## config.mk

```make
export PLATFORM = sky130hd
export DESIGN_NAME = multicycle_control
export DESIGN_NICKNAME = d
export VERILOG_FILES = /design/src/rtl/mips_mc_pkg.sv /design/src/rtl/mem_wait_timer.sv /design/src/rtl/multicycle_control.sv
export SDC_FILE = /design/constraint.sdc
export NUM_CORES = 1
export LEC_CHECK = 0
export ABC_AREA = 1
export CAP_MARGIN = 10
export CELL_PAD_IN_SITES_DETAIL_PLACEMENT = 1
export CELL_PAD_IN_SITES_GLOBAL_PLACEMENT = 2
export CORE_MARGIN = 2
export CORE_UTILIZATION = 18
export DETAILED_ROUTE_END_ITERATION = 6
export PLACE_DENSITY_LB_ADDON = 0.1
export SYNTH_ARGS = -nofsm -noshare
export SYNTH_HDL_FRONTEND = slang
export SYNTH_SLANG_ARGS = --single-unit
```

## constraint.sdc

```tcl
create_clock -name clk -period 1.4 [get_ports clk]
set_input_delay 0.28 -clock clk [delete_from_list [all_inputs] [get_ports clk]]
set_output_delay 0.28 -clock clk [all_outputs]
set_load 0.01 [all_outputs]
```

## src/rtl/mips_mc_pkg.sv

```systemverilog
// Shared definitions for the multicycle MIPS control slice: state encoding,
// opcodes, ALU operation codes and datapath mux encodings.
package mips_mc_pkg;

  typedef enum logic [3:0] {
    S_FETCH    = 4'd0,
    S_DECODE   = 4'd1,
    S_R_EXEC   = 4'd2,
    S_R_WB     = 4'd3,
    S_I_EXEC   = 4'd4,
    S_I_WB     = 4'd5,
    S_MEM_ADDR = 4'd6,
    S_MEM_RD   = 4'd7,
    S_MEM_WB   = 4'd8,
    S_MEM_WR   = 4'd9,
    S_BRANCH   = 4'd10,
    S_JUMP     = 4'd11,
    S_JAL      = 4'd12,
    S_TRAP     = 4'd13
  } state_t;

  localparam logic [5:0] OP_RTYPE = 6'h00;
  localparam logic [5:0] OP_J     = 6'h02;
  localparam logic [5:0] OP_JAL   = 6'h03;
  localparam logic [5:0] OP_BEQ   = 6'h04;
  localparam logic [5:0] OP_BNE   = 6'h05;
  localparam logic [5:0] OP_ADDI  = 6'h08;
  localparam logic [5:0] OP_ANDI  = 6'h0C;
  localparam logic [5:0] OP_ORI   = 6'h0D;
  localparam logic [5:0] OP_LW    = 6'h23;
  localparam logic [5:0] OP_SW    = 6'h2B;

  localparam logic [2:0] ALU_ADD   = 3'b000;
  localparam logic [2:0] ALU_SUB   = 3'b001;
  localparam logic [2:0] ALU_OR    = 3'b010;
  localparam logic [2:0] ALU_AND   = 3'b011;
  localparam logic [2:0] ALU_RTYPE = 3'b111;

  localparam logic [1:0] REGDST_RT = 2'b00;
  localparam logic [1:0] REGDST_RD = 2'b01;
  localparam logic [1:0] REGDST_RA = 2'b10;

  localparam logic [1:0] M2R_ALUOUT = 2'b00;
  localparam logic [1:0] M2R_MDR    = 2'b01;
  localparam logic [1:0] M2R_PC     = 2'b10;

  localparam logic [1:0] PCSRC_ALU    = 2'b00;
  localparam logic [1:0] PCSRC_ALUOUT = 2'b01;
  localparam logic [1:0] PCSRC_JUMP   = 2'b10;

  localparam logic [1:0] SRCB_B     = 2'b00;
  localparam logic [1:0] SRCB_FOUR  = 2'b01;
  localparam logic [1:0] SRCB_IMM   = 2'b10;
  localparam logic [1:0] SRCB_IMMSH = 2'b11;

  // Dispatch out of DECODE; anything unrecognised traps.
  function automatic state_t decodeNext(input logic [5:0] opcode);
    state_t nxt;
    case (opcode)
      OP_RTYPE:                 nxt = S_R_EXEC;
      OP_LW, OP_SW:             nxt = S_MEM_ADDR;
      OP_BEQ, OP_BNE:           nxt = S_BRANCH;
      OP_ADDI, OP_ORI, OP_ANDI: nxt = S_I_EXEC;
      OP_J:                     nxt = S_JUMP;
      OP_JAL:                   nxt = S_JAL;
      default:                  nxt = S_TRAP;
    endcase
    return nxt;
  endfunction

  function automatic logic [2:0] immAluOp(input logic [5:0] opcode);
    logic [2:0] aop;
    case (opcode)
      OP_ORI:  aop = ALU_OR;
      OP_ANDI: aop = ALU_AND;
      default: aop = ALU_ADD;
    endcase
    return aop;
  endfunction

endpackage

```

## src/rtl/mem_wait_timer.sv

```systemverilog
// Counts consecutive memory wait cycles and flags the cycle that reaches LIMIT.
// LIMIT = 0 disables expiry entirely.
module mem_wait_timer #(
  parameter int LIMIT = 16
) (
  input  logic clk,
  input  logic reset,
  input  logic clear,
  input  logic countEn,
  output logic expired
);

  localparam int CW = (LIMIT > 1) ? $clog2(LIMIT) : 1;

  logic [CW-1:0] count;

  // Expiry fires on the LIMIT-th wait cycle itself, so the FSM can leave right after it.
  assign expired = (LIMIT != 0) && countEn && (count == CW'(LIMIT - 1));

  always_ff @(posedge clk) begin
    if (reset || clear) begin
      count <= '0;
    end else if (countEn && !expired) begin
      count <= count + 1'b1;
    end
  end

endmodule

```

## src/rtl/multicycle_control.sv

```systemverilog
// Multicycle MIPS sequencer driving PC/IR/regfile/ALU/memory strobes per phase.
// Optional performance counters are built when MC_CTRL_PERF_EN is defined.
module multicycle_control
  import mips_mc_pkg::*;
#(
  parameter int MEM_TIMEOUT = 16,
  parameter int CNT_WIDTH   = 32
) (
  input  logic       clk,
  input  logic       reset,
  input  logic [5:0] op,
  input  logic       mem_ready,
  output logic       mem_req,
  output logic       mem_write,
  output logic       i_or_d,
  output logic       ir_write,
  output logic       pc_write,
  output logic       pc_write_cond,
  output logic       branch_ne,
  output logic [1:0] pc_source,
  output logic       reg_write,
  output logic [1:0] reg_dst,
  output logic [1:0] mem_to_reg,
  output logic       alu_src_a,
  output logic [1:0] alu_src_b,
  output logic [2:0] alu_op,
  output logic       trap,
  output logic [3:0] state_out
`ifdef MC_CTRL_PERF_EN
  ,
  output logic [CNT_WIDTH-1:0] cycle_count,
  output logic [CNT_WIDTH-1:0] instr_count
`endif
);

  state_t state, nextState;
  logic   memState, memWait, timeoutHit;

  assign memState  = (state == S_FETCH) || (state == S_MEM_RD) || (state == S_MEM_WR);
  assign memWait   = memState && !mem_ready;
  assign state_out = state;

  mem_wait_timer #(.LIMIT(MEM_TIMEOUT)) uTimer (
    .clk     (clk),
    .reset   (reset),
    .clear   (!memWait),
    .countEn (memWait),
    .expired (timeoutHit)
  );

  always_comb begin
    nextState = state;
    case (state)
      S_FETCH:    if (mem_ready) nextState = S_DECODE;
                  else if (timeoutHit) nextState = S_TRAP;
      S_DECODE:   nextState = decodeNext(op);
      S_R_EXEC:   nextState = S_R_WB;
      S_I_EXEC:   nextState = S_I_WB;
      S_MEM_ADDR: nextState = (op == OP_LW) ? S_MEM_RD : S_MEM_WR;
      S_MEM_RD:   if (mem_ready) nextState = S_MEM_WB;
                  else if (timeoutHit) nextState = S_TRAP;
      S_MEM_WR:   if (mem_ready) nextState = S_FETCH;
                  else if (timeoutHit) nextState = S_TRAP;
      S_R_WB, S_I_WB, S_MEM_WB, S_BRANCH, S_JUMP, S_JAL:
                  nextState = S_FETCH;
      S_TRAP:     nextState = S_TRAP;
      default:    nextState = S_TRAP;
    endcase
  end

  always_ff @(posedge clk) begin
    if (reset) begin
      state <= S_FETCH;
      trap  <= 1'b0;
    end else begin
      state <= nextState;
      if (nextState == S_TRAP) trap <= 1'b1;
    end
  end

  // Strobes are Moore from state except the FETCH handshake; reset silences everything.
  always_comb begin
    mem_req       = 1'b0;
    mem_write     = 1'b0;
    i_or_d        = 1'b0;
    ir_write      = 1'b0;
    pc_write      = 1'b0;
    pc_write_cond = 1'b0;
    branch_ne     = 1'b0;
    pc_source     = PCSRC_ALU;
    reg_write     = 1'b0;
    reg_dst       = REGDST_RT;
    mem_to_reg    = M2R_ALUOUT;
    alu_src_a     = 1'b0;
    alu_src_b     = SRCB_B;
    alu_op        = ALU_ADD;
    if (!reset) begin
      case (state)
        S_FETCH: begin
          mem_req   = 1'b1;
          alu_src_b = SRCB_FOUR;
          ir_write  = mem_ready;
          pc_write  = mem_ready;
        end
        S_DECODE:   alu_src_b = SRCB_IMMSH;
        S_R_EXEC: begin
          alu_src_a = 1'b1;
          alu_op    = ALU_RTYPE;
        end
        S_R_WB: begin
          reg_dst   = REGDST_RD;
          reg_write = 1'b1;
        end
        S_I_EXEC: begin
          alu_src_a = 1'b1;
          alu_src_b = SRCB_IMM;
          alu_op    = immAluOp(op);
        end
        S_I_WB:     reg_write = 1'b1;
        S_MEM_ADDR: begin
          alu_src_a = 1'b1;
          alu_src_b = SRCB_IMM;
        end
        S_MEM_RD: begin
          mem_req = 1'b1;
          i_or_d  = 1'b1;
        end
        S_MEM_WB: begin
          mem_to_reg = M2R_MDR;
          reg_write  = 1'b1;
        end
        S_MEM_WR: begin
          mem_req   = 1'b1;
          mem_write = 1'b1;
          i_or_d    = 1'b1;
        end
        S_BRANCH: begin
          alu_src_a     = 1'b1;
          alu_op        = ALU_SUB;
          pc_write_cond = 1'b1;
          pc_source     = PCSRC_ALUOUT;
          branch_ne     = (op == OP_BNE);
        end
        S_JUMP: begin
          pc_write  = 1'b1;
          pc_source = PCSRC_JUMP;
        end
        S_JAL: begin
          pc_write   = 1'b1;
          pc_source  = PCSRC_JUMP;
          reg_dst    = REGDST_RA;
          mem_to_reg = M2R_PC;
          reg_write  = 1'b1;
        end
        default: ;
      endcase
    end
  end

`ifdef MC_CTRL_PERF_EN
  always_ff @(posedge clk) begin
    if (reset) begin
      cycle_count <= '0;
      instr_count <= '0;
    end else begin
      if (state != S_TRAP) cycle_count <= cycle_count + 1'b1;
      if (state != S_FETCH && nextState == S_FETCH) instr_count <= instr_count + 1'b1;
    end
  end
`else
  // Default build carries no performance counters.
`endif

endmodule
```

Word level (Yosys, flattened, before mapping)
Index checks and enable logic that the tools add are counted.
Storage, ports and cells
  bits of input ports: 9
  register bits after elaboration: 9
  output and inout bits: 25
  word-level logic and storage cells: 84
Cells by class
  add/subtract/negate cells: 1
  multiplexer cells: 36
  equal/unequal tests: 23
  reductions and logical operators: 21
Operators with widths (number)
  one-hot mux 4 bit (8 select lines): 1
  == test 4 bit (second input constant): 7
  one-hot mux 4 bit (6 select lines): 1
  two-way mux 4 bit: 5
  == test 6 x 4 -> 1 bit (second input constant): 3
  two-way mux 1 bit: 17
  == test 4 x 3 -> 1 bit (second input constant): 4
  one-hot mux 2 bit (2 select lines): 4
  == test 6 x 2 -> 1 bit (second input constant): 2
  == test 6 x 3 -> 1 bit (second input constant): 2
  == test 6 bit (second input constant): 2
  OR reduction 2 bit: 5
  one-hot mux 3 bit (3 select lines): 1
  == test 4 x 2 -> 1 bit (second input constant): 2
  two-way mux 2 bit: 4
  OR reduction 4 bit: 2
  logical NOT 6 bit: 1
  one-hot mux 2 bit (3 select lines): 1
  OR reduction 3 bit: 2
  OR reduction 6 bit: 1
  adder 4 x 1 -> 4 bit (second input constant): 1
  == test 4 x 1 -> 1 bit (second input constant): 1
  logical NOT 4 bit: 1
  logical AND 1 bit: 3
  4 further kinds: 8

Logic depth before layout (Yosys ltp)
Gate-level depths: netlist of the first run.
  depth after elaboration: 9
  gate-level depth with buffers: 12
  gate-level depth less buffers: 12

Modules after synthesis
Synthesis of the first run repeated with hierarchy kept, for this count alone.
Unflattened totals
  cell total of the unflattened synthesis: 181
  area total of the unflattened synthesis: 942.2 sq um
By module, submodules not included
  multicycle_control: seq. area each 100.1 sq um, area each 733.2 sq um, instances 1, cells each 150
  mem_wait_timer: seq. area each 80.1 sq um, area each 209.0 sq um, instances 1, cells each 31

Worst setup path after synthesis of the first run
No wires, ideal clock.
  kind: register -> output
  start: reg state[3], in the netlist state_out[3]
  end: out branch_ne
  cell stages (with the launch flop): 7
  data arrival time: 1389 ps
  data required time: 1120 ps
  setup slack: -269 ps
  cells stage by stage: dfxtp_1 -> inv_2 -> nor2_2 -> nand2_1 -> nor3_1 -> nand2_1 -> nor2_1
On the way
  cells in the longest elaborated chain, start to end: 3
Ends and longest elaborated chain
  start: declaration: RTL line multicycle_control.sv:36  | state_t state, nextState;
  start signal: assignment: RTL line multicycle_control.sv:76  | state <= nextState;
  == test 4 bit: RTL line multicycle_control.sv:98  | case (state)
  two-way mux 1 bit: RTL line multicycle_control.sv:98
  two-way mux 1 bit: RTL line multicycle_control.sv:97  | if (!reset) begin
  end: declaration: RTL line multicycle_control.sv:19  | output logic branch_ne,
Every way passes these cells.

Worst setup path in the final report of the first run
  start: reg state[2], in the netlist state_out[2]
  end: out alu_op[0]
On the way
  cells in the longest elaborated chain, start to end: 3
  elaborated cells between the ends (all ways): 5
Ends and longest elaborated chain
  == test 4 bit, or another cell as far along: RTL line multicycle_control.sv:98
  one-hot mux 3 bit (3 select lines) *: RTL line multicycle_control.sv:98
  two-way mux 3 bit *: RTL line multicycle_control.sv:97
  end: declaration: RTL line multicycle_control.sv:26  | output logic [2:0] alu_op,
Mark *: on every way between the ends. The rest lies on a longest branch, timed or not.

==> results.toml, run 1 <==
[setup_path]
worstSetupPathType = "register to output port"
crit_fanout = 3
critPathLaunchType = "register"
endpoint_kind = "output port"
critPathRequiredTime_ns = 1.12
crit_arrival_ns = 1.44
ff2ff_setup_slack_ns = -0.20

[place]
place_ws_ns = -0.9588
gp_congestion = 0.7646
placed_area_sq_um = 1678
dpl.hpwl_um = 3141
io_buffer_count = 33

[power]
cellPowerDensity_nw_per_um2 = 1633
peakVddDrop_uv = 504.2
p_leak_uw = 0.001109
power.total_uw = 3412

[synth]
yosysWarnings = 0
synth_top_family_by_area = "simple AND/OR/NAND/NOR gates"
postSynthCellCount = 167
yosys.area_share.simple_pct = 50.14
synth_xor_area_share_pct = 0
syn-num-nets = 177
postSynthAreaPerCell_sq_um = 5.334
syn_area_sq_um = 890.9
yosysUniqueCellTypes = 23
seq_area_frac_synth_pct = 20.22
synth_seq_cells = 9
yosys.area_share.adder_pct = 1.404
synth_compound_area_share_pct = 13.48
muxShareOfSynthArea_pct = 0

[sta]
hold_violations = 0
relSlewSlack_pct = 79.69
period_share_pct = 123.1
fmax_mhz = 580.5
finalWorstSetupSlack_ns = -0.3228
report.final.slew_viol_count = 0
fin_skew_ns = 0.002856
tightest_slew_ns = 0.3037
rsz0062_at_grt = "yes"
period_needed_ns = 1.723
setup_viol = 29

[grt]
grt_pass1_wl_um = 6465
grt.met2_usage_pct = 31.15
first_global_vias = 1415
top_usage_layer = "met2"
grt_usage_pct = 15.19
globalRouteOverflowTotal = 0
use_met3_pct = 1.220
grtUsageMet1_pct = 17.07
grt_max_degree = 9
antenna_found_initial = 0

[layout]
layout-drive-gt1-share_pct = 63.26
nets = 275
area_growth_pct = 134.6
layout_commonest_cell = "buf_4"
diodes = 0
final_cell_mix = "buf_4 (50), nand2_1 (26), nor2_1 (19)"
design_area_sq_um = 2090
n_fill_cell = 627

[floorplan]
row_count = 25
start_util_pct = 18.74
io_pins = 34
die-area_sq_um = 5528
coreArea_sq_um = 4755
die_x_um = 74.35
die_h_um = 74.35

[clocking]
cts_tree = "done"
clk_latency_ns = 0.24
clk_pin_slew_ns = 0.05
cts_buffers = 3
cts_sinks = 9
htreeDepth = 1
clk_path_buf_depth = 2
ctsHoldBuffers = 0
ctsRootBufferMaster = "clkbuf_8"

[detailed_routing]
routed_via_density = 4.236
drt-total-wl_um = 4199
post_drt_wl_per_cell_um = 12.69
route.vias.total = 1402
drc = 0
dr.first_iter.drc_count = 17
postRouteAntennaNets = 0
dr.pass1.iters = 3

[run]
cap_violations = 0

[min_path]
hold_class = "register to register"

[outcome]
violations = "setup timing"
run_status = "finished with violations"
==> critical path, cell delays in order (launching register included) <==
cell and delay [ns]:
dfxtp_4 0.38, inv_4 0.04, nor2_4 0.11, nand2_2 0.07, or3_4 0.33, o21ai_2 0.13, buf_2 0.14
==> sequential cells by signal, indices dropped and copies added (netlist names) <==
register      flops
trap              1
state_out         4
uTimer.count      4
==> worst paths after layout <==
check | start | to | cells after the start
setup / recovery | state_out[2] | alu_op[0] | 6
hold / removal | trap | trap | 2
hold reg to reg | trap | trap | 2
setup reg to reg | state_out[2] | trap | 13
==> what timing repair did <==
action                                  CTS  global route
endpoints found under the hold margin     0             0
pin swaps                                22            20
resized for setup                       161            36
endpoints found under the setup margin   33            31
buffers inserted                         10             5
==> layer usage <==
layer / up-vias / routed length [um]
li1: 713 / -
met1: 661 / 1687
met2: 22 / 2348
met3: 6 / 107
met4: 0 / 56
met5: - / 0
==> per-stage QoR <==
step	hold WS [ns]	cells	setup TNS (ns)	utilization (%)
detailed placement	0.4442	312	-15.83	35.29
floorplan	0.4402	167	-0.06948	-
finish	0.4510	331	-4.830	43.95
global route	0.4691	331	-6.957	43.95
global placement	0.4440	312	-15.24	35.29
CTS	0.4558	326	-4.849	40.95
==> cells by family (layout without fill, tap and decap cells) <==
group,after synthesis,in the layout
compound gates,22,22
fa+ha+maj,1,1
buf+inv,33,130
flops,9,9
simple gates,102,102
==> cells in the mapped netlist, drive strengths merged <==
library cell | n | share of area [%]
nand2 | 45 | 20
nor2 | 36 | 17
inv | 29 | 12
nand3 | 16 | 10
a21oi | 10 | 6.0
dfxtp | 9 | 20
o21ai | 9 | 5.1
nor3 | 3 | 1.7
buf | 2 | 1.7
clkbuf | 2 | 0.84
a22oi | 1 | 0.84
a31oi | 1 | 0.70
and3 | 1 | 0.70
ha | 1 | 1.4
o211ai | 1 | 0.84
or3 | 1 | 0.70
==> report_power, final <==
part | switching [uW] | leakage (uW) | internal (uW)
Combinational | 1310 | 0.00101 | 1360
Clock | 118 | 0.0000255 | 195
Sequential | 94.5 | 0.0000760 | 342
Total | 1520 | 0.00111 | 1890
==> cell type report <==
type | instances | area, sq um | share of cell area (%)
multi-input combinational | 125 | 869.6 | 41.62
clock inverter | 1 | 5.005 | 0.2395
clock buffer | 3 | 41.29 | 1.976
inverter | 29 | 122.6 | 5.868
tap | 67 | 83.83 | 4.012
timing repair buffer | 97 | 772.0 | 36.95
sequential | 9 | 195.2 | 9.341
(Power assumes the default switching activity.)
==> inputs of run 2 (changes only) <==
CORE_ASPECT_RATIO = 1.4   (was default)
PLACE_DENSITY = 0.74   (was default)
PLACE_DENSITY_LB_ADDON = default   (was 0.1)
SYNTH_HIERARCHICAL = 1   (was default)
==> run 2 against run 1 <==
  * The flow still finishes with violations (setup timing)
  * Highest routed layer unchanged
  * Flip-flop and latch count did not move
  * Non-clock buffer count rose by 12
  * First-iteration DRC count rose by 120%
  * Combinational power fell by 5%
  * Final area rose by 5.4%
  * Critical path depth rose by 9
  * Critical endpoint is now trap
  * Sequential power rose by 6.0%
  * Hold slack got worse by 0.0012 ns
  * Synthesized cell count rose by 8.4%
  * Clock skew fell by 0.0021 ns
  * Critical path type is now register to register
==> results.toml, run 2 <==
[grt]
grt_pass1_wl_um = 7314
grt_usage_pct = 15.98
grt_max_degree = 15
antenna_found_initial = 0
first_global_vias = 1751
globalRouteOverflowTotal = 0

[clocking]
ctsRootBufferMaster = "clkbuf_8"
cts_tree = "done"
clk_pin_slew_ns = 0.05
cts_buffers = 3
cts_sinks = 9
clk_path_buf_depth = 2
htreeDepth = 1
clk_latency_ns = 0.23

[setup_path]
critPathRequiredTime_ns = 1.57
endpoint_kind = "register"
rr_startpoint = "state_out[3]"
crit_arrival_ns = 1.96
crit_fanout = 4
startpoint = "state_out[3]"
critPathLaunchType = "register"
worstSetupPathType = "register to register"

[layout]
area_growth_pct = 133.9
n_fill_cell = 682
layout-drive-gt1-share_pct = 60.00
diodes = 0
nets = 301
layout_commonest_cell = "buf_4"
final_cell_mix = "buf_4 (64), nand2_1 (34), nor2_1 (24)"

[synth]
synth_seq_cells = 9
yosysWarnings = 6
synth_top_area_cell = "dfxtp_1"
postSynthAreaPerCell_sq_um = 5.205
yosysMostFrequentCell = "nand2_1"
syn-num-nets = 191
postSynthCellCount = 181
synth_top_area_share_pct = 19.12
syn_area_sq_um = 942.2
ys.flop_type = "dfxtp_1"
synth_commonest_cells = "nand2_1 (46), nor2_1 (40), inv_1 (24)"
synth_edf_count = 0
yosysUniqueCellTypes = 25
synthTopCellsByArea = "dfxtp_1 (19%), nand2_1 (18%), nor2_1 (16%), inv_1 (9.6%), nand3_1 (7.4%)"
async_flop_share_pct = 0
seq_area_frac_synth_pct = 19.12

[power]
p_leak_uw = 0.001101
cellPowerDensity_nw_per_um2 = 1500
power.total_uw = 3305
peakVddDrop_uv = 489.7

[detailed_routing]
drc = 0
postRouteAntennaNets = 0
post_drt_wl_per_cell_um = 13.31
routed_via_density = 4.413
dr.first_iter.drc_count = 38
dr.pass1.iters = 4
route.vias.total = 1571
drt-total-wl_um = 4737

[floorplan]
die_h_um = 89.60
io_pins = 34
die_x_um = 65.15
start_util_pct = 18.40
row_count = 31
die-area_sq_um = 5837
coreArea_sq_um = 5120

[place]
place_ws_ns = -0.7070
gp_congestion = 0.7448
dpl.hpwl_um = 3397
io_buffer_count = 33

[run]
cap_violations = 0

[sta]
fin_skew_ns = 0.0007828
relSlewSlack_pct = 83.02
period_needed_ns = 1.798
finalWorstSetupSlack_ns = -0.3980
hold_violations = 0
report.final.slew_viol_count = 0
period_share_pct = 128.4
setup_viol = 29
tightest_slew_ns = 0.2547
fmax_mhz = 556.2
rsz0062_at_grt = "yes"

[min_path]
hold_class = "register to register"
holdCritStartpoint = "trap"

[outcome]
violations = "setup timing"
run_status = "finished with violations"
==> run 2: layout make-up <==
class	count	area [sq um]	share of cell area (%)
sequential	9	195.2	8.859
multi-input combinational	138	878.3	39.86
clock buffer	4	45.04	2.044
inverter	30	131.4	5.963
timing repair buffer	109	870.8	39.52
tap	66	82.58	3.748
==> run 2: worst paths after layout <==
path,end,slack (ns),depth (start not counted)
max,trap,-0.40,15
min,trap,0.45,2
max reg2reg,trap,-0.40,15
min reg2reg,trap,0.45,2
==> run 2: repair_timing <==
item	in CTS	in global routing
hold buffers	0	0
setup endpoints to repair	30	30
setup buffers	16	8
gates resized for setup	148	34
endpoints found under the hold margin	0	0
pin swaps	32	27
==> run 2: logic make-up (layout without fill, tap and decap cells) <==
family	Yosys count	in the layout	share of synthesized area, %
compound gates	24	24	14.48
simple gates	113	113	50.73
buf+inv	34	143	14.34
flops	9	9	19.12
fa+ha+maj	1	1	1.328
==> run 2: critical path, cell delays in order, from the launching register on <==
cell and delay, ns:
dfxtp_4 0.37, buf_6 0.13, nor2_4 0.13, nand2_2 0.09, nand3_4 0.08, nand2_2 0.06
inv_2 0.06, inv_2 0.04, nor2_4 0.09, inv_2 0.06, a21oi_2 0.13, a211oi_2 0.09
buf_4 0.14, nand2_1 0.05, nand3_1 0.07, a21oi_1 0.12
==> run 2: power breakdown <==
| part | switching [uW] | internal, uW |
|---|---|---|
| Clock | 108 | 199 |
| Combinational | 1240 | 1300 |
| Sequential | 123 | 338 |
| Total | 1470 | 1840 |
==> run 2: through the flow <==
stage / cell area, sq um / util [%] / TNS, ns / hold slack (ns) / std cells
after floorplan: 977.2 / - / -0.4484 / 0.4525 / 181
after global placement: 1788 / 34.92 / -13.65 / 0.4428 / 332
after detailed placement: 1788 / 34.92 / -14.21 / 0.4454 / 332
after CTS: 2041 / 39.86 / -4.496 / 0.4505 / 351
after global routing: 2203 / 43.04 / -7.207 / 0.4789 / 356
final: 2203 / 43.04 / -5.179 / 0.4498 / 356
==> run 2: per-layer routing <==
metal | track usage, % | share of wire [%]
met5 | 0 | 0
met4 | 5.114 | 1.7
met3 | 1.870 | 1.5
met2 | 35.15 | 60
met1 | 14.78 | 37
